**config.mk**
```make
export PLATFORM = sky130hd
export DESIGN_NAME = servo_seq_ctrl
export DESIGN_NICKNAME = d
export VERILOG_FILES = /design/src/rtl/servo_seq_ctrl.sv
export SDC_FILE = /design/constraint.sdc
export NUM_CORES = 1
export LEC_CHECK = 0
export BUFFER_PORTS_ARGS = -buffer_cell sky130_fd_sc_hd__buf_2
export CAP_MARGIN = 20
export CORE_UTILIZATION = 42
export DETAILED_ROUTE_END_ITERATION = 8
export PLACE_DENSITY = 0.57
export RECOVER_POWER = 25
export SLEW_MARGIN = 25
export SYNTH_ARGS = -nofsm -noshare
export SYNTH_HDL_FRONTEND = slang
export SYNTH_SLANG_ARGS = --single-unit
```
**constraint.sdc**
```tcl
create_clock -name clk -period 5.7 [get_ports clk]
set_input_delay 0.285 -clock clk [delete_from_list [all_inputs] [get_ports clk]]
set_output_delay 0.285 -clock clk [all_outputs]
set_load 0.03 [all_outputs]
```
**src/rtl/servo_seq_ctrl.sv**
```systemverilog
// Four-joint servo sequencer: frame timer, OFF/HOME/RUN/PARK control FSM and
// per-joint rate-limited position ramps feeding four PWM instances.
module servo_seq_ctrl #(
    parameter int FRAME_CYCLES = 1_000_000,
    parameter int POS_MAX      = 41,
    parameter int HOME_POS     = 8,
    parameter int STEP         = 1,
    parameter int HOME_FRAMES  = 50
) (
    input  logic        clk,
    input  logic        rst_n,
    input  logic        arm_en,
    input  logic        cmd_valid,
    output logic        cmd_ready,
    input  logic [1:0]  cmd_ch,
    input  logic [15:0] cmd_pos,
    output logic [63:0] pos_data,
    output logic [3:0]  pwm_en,
    output logic        frame_tick,
    output logic        busy,
    output logic        err_range
);

    localparam int CW = (FRAME_CYCLES > 1) ? $clog2(FRAME_CYCLES) : 1;
    localparam int PW = $clog2(POS_MAX + 1);
    localparam int HW = $clog2(HOME_FRAMES + 1);

    localparam logic [1:0] ST_OFF  = 2'd0;
    localparam logic [1:0] ST_HOME = 2'd1;
    localparam logic [1:0] ST_RUN  = 2'd2;
    localparam logic [1:0] ST_PARK = 2'd3;

    localparam logic [CW-1:0] CNT_LAST  = CW'(FRAME_CYCLES - 1);
    localparam logic [HW-1:0] HOME_LAST = HW'(HOME_FRAMES - 1);
    localparam logic [PW-1:0] HOME_P    = PW'(HOME_POS);
    localparam logic [PW-1:0] MAX_P     = PW'(POS_MAX);
    // A step larger than the whole legal range behaves like a jump to target.
    localparam logic [PW-1:0] STEP_P    = (STEP > POS_MAX) ? MAX_P : PW'(STEP);

    logic [1:0]    state_q, state_d;
    logic [CW-1:0] cnt_q, cnt_d;
    logic [HW-1:0] hcnt_q, hcnt_d;
    logic [PW-1:0] cur_q [4];
    logic [PW-1:0] cur_d [4];
    logic [PW-1:0] tgt_q [4];
    logic [PW-1:0] tgt_d [4];
    logic          err_q, err_d;

    logic          all_home;
    logic          cmd_accept;
    logic          cmd_over;
    logic [PW-1:0] cmd_clamped;
    logic [PW-1:0] diff;

    always_comb begin
        frame_tick  = (state_q != ST_OFF) && (cnt_q == CNT_LAST);
        cmd_ready   = (state_q == ST_RUN);
        pwm_en      = (state_q != ST_OFF) ? 4'hF : 4'h0;
        err_range   = err_q;
        cmd_accept  = cmd_valid && cmd_ready;
        cmd_over    = cmd_pos > 16'(POS_MAX);
        cmd_clamped = cmd_over ? MAX_P : cmd_pos[PW-1:0];
        all_home    = 1'b1;
        busy        = 1'b0;
        pos_data    = '0;
        for (int i = 0; i < 4; i++) begin
            if (cur_q[i] != HOME_P) all_home = 1'b0;
            if (cur_q[i] != tgt_q[i]) busy = 1'b1;
            pos_data[16*i +: 16] = 16'(cur_q[i]);
        end
    end

    always_comb begin
        state_d = state_q;
        case (state_q)
            ST_OFF:  if (arm_en) state_d = ST_HOME;
            ST_HOME: begin
                if (!arm_en) state_d = ST_OFF;
                else if (frame_tick && (hcnt_q == HOME_LAST)) state_d = ST_RUN;
            end
            ST_RUN:  if (!arm_en) state_d = ST_PARK;
            ST_PARK: begin
                if (arm_en) state_d = ST_RUN;
                else if (frame_tick && all_home) state_d = ST_OFF;
            end
            default: state_d = ST_OFF;
        endcase

        if ((state_q == ST_OFF) || (state_d == ST_OFF) || (cnt_q == CNT_LAST))
            cnt_d = '0;
        else
            cnt_d = cnt_q + CW'(1);

        if (state_q != ST_HOME)
            hcnt_d = '0;
        else if (frame_tick)
            hcnt_d = hcnt_q + HW'(1);
        else
            hcnt_d = hcnt_q;

        err_d = cmd_accept && cmd_over;
    end

    // Steps use the registered target, so a command landing on a tick edge
    // only takes effect from the following frame.
    always_comb begin
        diff = '0;
        for (int i = 0; i < 4; i++) begin
            cur_d[i] = cur_q[i];
            tgt_d[i] = tgt_q[i];
            if (frame_tick) begin
                if (tgt_q[i] > cur_q[i]) begin
                    diff     = tgt_q[i] - cur_q[i];
                    cur_d[i] = (diff > STEP_P) ? cur_q[i] + STEP_P : tgt_q[i];
                end else if (tgt_q[i] < cur_q[i]) begin
                    diff     = cur_q[i] - tgt_q[i];
                    cur_d[i] = (diff > STEP_P) ? cur_q[i] - STEP_P : tgt_q[i];
                end
            end
            if (cmd_accept && (cmd_ch == 2'(i))) tgt_d[i] = cmd_clamped;
            if ((state_q == ST_RUN) && !arm_en) tgt_d[i] = HOME_P;
            if ((state_q == ST_OFF) || (state_q == ST_HOME)) begin
                cur_d[i] = HOME_P;
                tgt_d[i] = HOME_P;
            end
        end
    end

    always_ff @(posedge clk or negedge rst_n) begin
        if (!rst_n) begin
            state_q <= ST_OFF;
            cnt_q   <= '0;
            hcnt_q  <= '0;
            err_q   <= 1'b0;
            for (int i = 0; i < 4; i++) begin
                cur_q[i] <= HOME_P;
                tgt_q[i] <= HOME_P;
            end
        end else begin
            state_q <= state_d;
            cnt_q   <= cnt_d;
            hcnt_q  <= hcnt_d;
            err_q   <= err_d;
            for (int i = 0; i < 4; i++) begin
                cur_q[i] <= cur_d[i];
                tgt_q[i] <= tgt_d[i];
            end
        end
    end

endmodule
```
Word-level counts from Yosys, hierarchy flattened
Cells that the tools add are included.

Multiplexer cells: 56. $lt $le $gt $ge: 17. Add/sub/neg operators: 18. Equal/unequal tests: 17. Reduce and logical (&&, ||, !) cells: 32.

Operators by type and width (number): $mux W6 (39); $gt A6 B1 Y1 const B (8); $sub A6 B6 Y6 (8); $add A6 B1 Y6 const B (5); $gt A6 B6 Y1 (4); $lt A6 B6 Y1 (4); $ne A6 B4 Y1 const B (4); $ne A6 B6 Y1 (4); $reduce_bool A3 Y1 (8); $sub A6 B1 Y6 const B (4); $add A20 B1 Y20 const B (1); $eq A20 B20 Y1 const B (1); $mux W20 (1); $gt A16 B6 Y1 const B (1); $mux W2 (6); $logic_and A1 B1 Y1 (10); $eq A2 B2 Y1 const B (4); $mux W1 (8); $pmux W2 S4 (1); $reduce_and A2 Y1 (4); $eq A6 B6 Y1 const B (1); $logic_not A2 Y1 (3); $reduce_bool A2 Y1 (3); $eq A2 B1 Y1 const B (2); 4 further kinds (6).

Output and inout bits: 72. Register bits: 77. Input port bits: 22. Logic and storage cells: 152.

Longest topological paths before layout
Depth after elaboration: 13. Depth in mapped cells: 12. Gate-level depth less buffers: 10.

Least setup slack after synthesis
Ideal clock, no wire load.

Path kind: register to register. Start point: register cur_q (netlist bit pos_data[0]). End point: register cur_q (netlist bit pos_data[2]). Stages on the path, launching flop included: 12. Arrival time: 2880 ps. Data required time: 5578 ps. Buffers on the path: 1. Period minus slack after synthesis: 3002 ps. Library setup time: 122 ps. Slack: 2698 ps. Cells stage by stage: dfrtp_1 -> inv_1 -> ha_1 -> fa_1 -> nand2b_1 -> a21oi_1 -> xnor2_1 -> and2_4 -> buf_6 -> mux2_4 -> a221o_1 -> a32o_1.

Word-level cells in the longest chain between the ends: 7. Elaborated cells between the ends (all ways): 16. Classes of those cells: add/sub: 4; order compare: 4; mux: 6; reduce/logical: 2.

Ends and longest elaborated chain: start: declaration (RTL line 43) `logic [PW-1:0] cur_q [4];`; start signal: indexed assignment (RTL line 145) `cur_q[i] <= cur_d[i];`; $sub A6 B6 Y6 (RTL line 116) `diff = cur_q[i] - tgt_q[i];`; $gt A6 B1 Y1 (RTL line 117) `cur_d[i] = (diff > STEP_P) ? cur_q[i] - STEP_P : tgt_q[i];`; $mux W6 (RTL line 117); $mux W6 (RTL line 115) `end else if (tgt_q[i] < cur_q[i]) begin`; $mux W6 (RTL line 112) `if (tgt_q[i] > cur_q[i]) begin`; $mux W6 (RTL line 111) `if (frame_tick) begin`; $mux W6 (RTL line 122) `if ((state_q == ST_OFF) || (state_q == ST_HOME)) begin`.

Several ways; a longest one is shown, not always the timed one. The select of a mux whose other input is x is not followed. A chain may end at the register's enable or synchronous reset.

Worst setup path after layout
Start point: register cur_q (netlist bit pos_data[2]). End point: register cur_q (netlist bit pos_data[2]).

Same word-level chain as after synthesis.

==> results.yml <==
sta:
  clock_skew_ps: 10.9
  finalSetupViolations: 0
  rsz0062_at_grt: "false"
  slew_headroom_pct: 44.3
  whs_ps: -42.8
  clock.fmax_ghz: 0.294
  maxSlewViolCount: 0
  hold_viol_final: 30
  period_share_pct: 59.6
  fin_ws_ps: 2300
  tightest_slew_ps: 835
  fin_setup_tns_ps: 0
  period_minus_slack_ps: 3400
logic_synthesis:
  synthCells: 821
  synth_edf_count: 0
  synthesis.area_um2: 6860
  yosysUniqueCellTypes: 73
  ys_seq_elements: 77
  syn_avg_cell_area_um2: 8.35
  ys_seq_area_share_pct: 28.2
  synth-async-reset-ratio_pct: 100
  ys_warn_count: 0
  yosys_most_used_dff: "dfrtp_1"
routing:
  top_layer_used: "met4"
  routed_wirelength_um: 17800
  wl_met3_um: 640
  vias: 5850
  wl_per_cell_um: 16.6
  via_per_inst: 5.46
  drt-initial-drc-count: 304
  final_antenna_net_count: 0
  first_pass_iters: 5
  drc: 0
  m1WireLength_um: 7990
  wl_met2_um: 8820
clock_network:
  hold_buffers: 0
  cts_buffers: 9
  cts_root_buffer: "clkbuf_16"
  clockBufferDepth: 2
  clk_latency_ps: 350
  h-tree-depth: 3
  ctsResizeCount: 0
  cts.sinks: 77
  path_clk_slew_ps: 60
  cts_tree: "yes"
  post_cts_buffers: 0
run:
  drv_cap: 0
floorplanning:
  die_area_um2: 16800
  ioPinCount: 94
  rows: 46
  die_w_um: 130
  dieHeight_um: 130
  core_um2: 15900
  initial_core_util_pct: 43.2
power:
  internal_power_w: 0.000937
  power.density_nw_per_um2: 166
  p_leak_nw: 3.39
  total_power_w: 0.00123
  clkPwrFrac_pct: 50.0
  p_comb_share_pct: 5.4
  peakVddDrop_mv: 0.168
  swShare_pct: 23.8
  p_seq_share_pct: 44.7
  power_switching_w: 0.000293
final_layout:
  seqCellArea_um2: 1940
  fin_util_pct: 46.5
  final_nets: 941
  diodes: 0
  multi_input_area_um2: 4370
  n_fill_cell: 1612
  fin_cells: 1072
  drive_above_1_share_pct: 10.6
  areaGrowthSynthToFinish_pct: 7.79
worst_setup_path:
  end_kind: "flop"
  worstPathMaxFanout: 13
  crit_start: "pos_data[2]"
  r2r-start: "pos_data[2]"
  critical_path_class: "flop to flop"
  required_ps: 5930
  arrival_ps: 3630
  reg2reg_setup_slack_ps: 2300
  start_kind: "flop"
global_routing:
  overflow: 0
  grt_pass1_wl_um: 29100
  grt_use_total_pct: 22.1
  antenna_found_initial: 0
  grt_max_degree: 78
  grt_pass1_vias: 5805
placement:
  hpwl_um: 13500
  portBuffers: 53
  gp_congestion: 0.883
  dp_cells: 1057
  dp_worst_setup_slack_ps: 2390
worst_hold_path:
  hold_path.class: "input port to async pin"
outcome:
  violations: "negative hold slack"
  outcome: "finished with violations"
==> Yosys cell counts (all sizes together) (7+ instances only) <==
cell type  count  area share [%]
o31ai          7            0.77
nor3          22             1.6
nand2b        12             1.1
clkbuf        21             1.1
nand3         40             2.9
inv           56             3.1
nand4         16             1.5
and3           8            0.73
nor4          11             1.1
and2           8            0.77
a211oi        10             1.1
a221oi         8             1.0
or3            9            0.82
ha            59              11
dfstp          8             3.1
nor2          90             4.9
a22o           7            0.89
nor2b          8            0.73
mux2i         19             2.8
a21oi         47             3.5
dfrtp         69              25
fa             8             2.3
nand2         45             2.5
xor2          23             2.9
o21ai         39             2.8
xnor2         30             3.8
buf           53             5.8
==> cells in the final DEF (no fill, tap or decap), types with 10 or more instances in the layout <==
cell type	n
nand2_1	45
xnor2_1	30
nand2b_1	12
a211oi_1	10
ha_1	59
dfrtp_1	69
buf_2	52
mux2i_1	19
nor2_1	90
xor2_1	23
nand3_1	40
nor3_1	22
inv_1	56
nand4_1	16
o21ai_0	39
conb_1	40
nor4_1	10
a21oi_1	46
==> layout make-up <==
cell class	count	area share, %
clock buffer	10	3.10
clock inverter	5	1.05
inverter	58	2.95
multi-input combinational	651	59.2
sequential	77	26.2
tap	216	3.66
timing repair buffer	55	3.88
==> power by group through the flow <==
stage | sequential (W) | clock [W] | combinational (W)
global placement | 0.000559 | 0 | 0.0000653
global route | 0.000549 | 0.000652 | 0.0000731
finish | 0.000549 | 0.000614 | 0.0000662
detailed placement | 0.000559 | 0 | 0.0000666
CTS | 0.000549 | 0.000627 | 0.0000666
floorplan | 0.000559 | 0 | 0.0000662
==> worst max-delay path: stages, from the launching register on <==
cell and delay [ps]:
dfrtp_1 570, inv_1 130, ha_1 480, nand2b_1 140, a21oi_1 190, or3_1 150, nor2b_1 630, mux2_4 400
a221o_1 350, a32o_1 240
==> final timing paths <==
kind,to,cells after the start
setup / recovery,pos_data[2],9
hold / removal,pos_data[1],1
setup reg to reg,pos_data[2],9
hold reg to reg,cnt_q[0],1
max in group asynchronous,hcnt_q[1],1
min in group clk,state_q[1],3
==> sequential cells by signal (all words and copies together) (netlist names) <==
register   flops
err_range      1
cnt_q         20
tgt_q         24
state_q        2
pos_data      24
hcnt_q         6
==> stage by stage <==
step	hold slack (ps)	area, µm²
3_3_place_gp	472	7080
3_5_place_dp	486	7080
6_report	-42.8	7390
4_1_cts	157	7390
5_1_grt	43.7	7390
2_1_floorplan	-10.6	7000
==> logic make-up after synthesis <==
kind of cell | synth area share [%]
XOR/XNOR | 6.77
multiplexers | 3.48
buffers and inverters | 10.1
other | 0.0547
flip-flops | 28.2
AND/OR/NAND/NOR | 21.5
adder cells (fa/ha/maj) | 13.1
AO/OA/AOI/OAI | 16.7
==> per-layer routing <==
| layer | vias up | global-route usage, % |
|---|---|---|
| met5 | - | 0 |
| met4 | 0 | 7.59 |
| met3 | 20 | 3.36 |
| met2 | 126 | 38.0 |
| met1 | 2830 | 28.3 |
| li1 | 2874 | - |
Power figures use the tool's default switching activity.
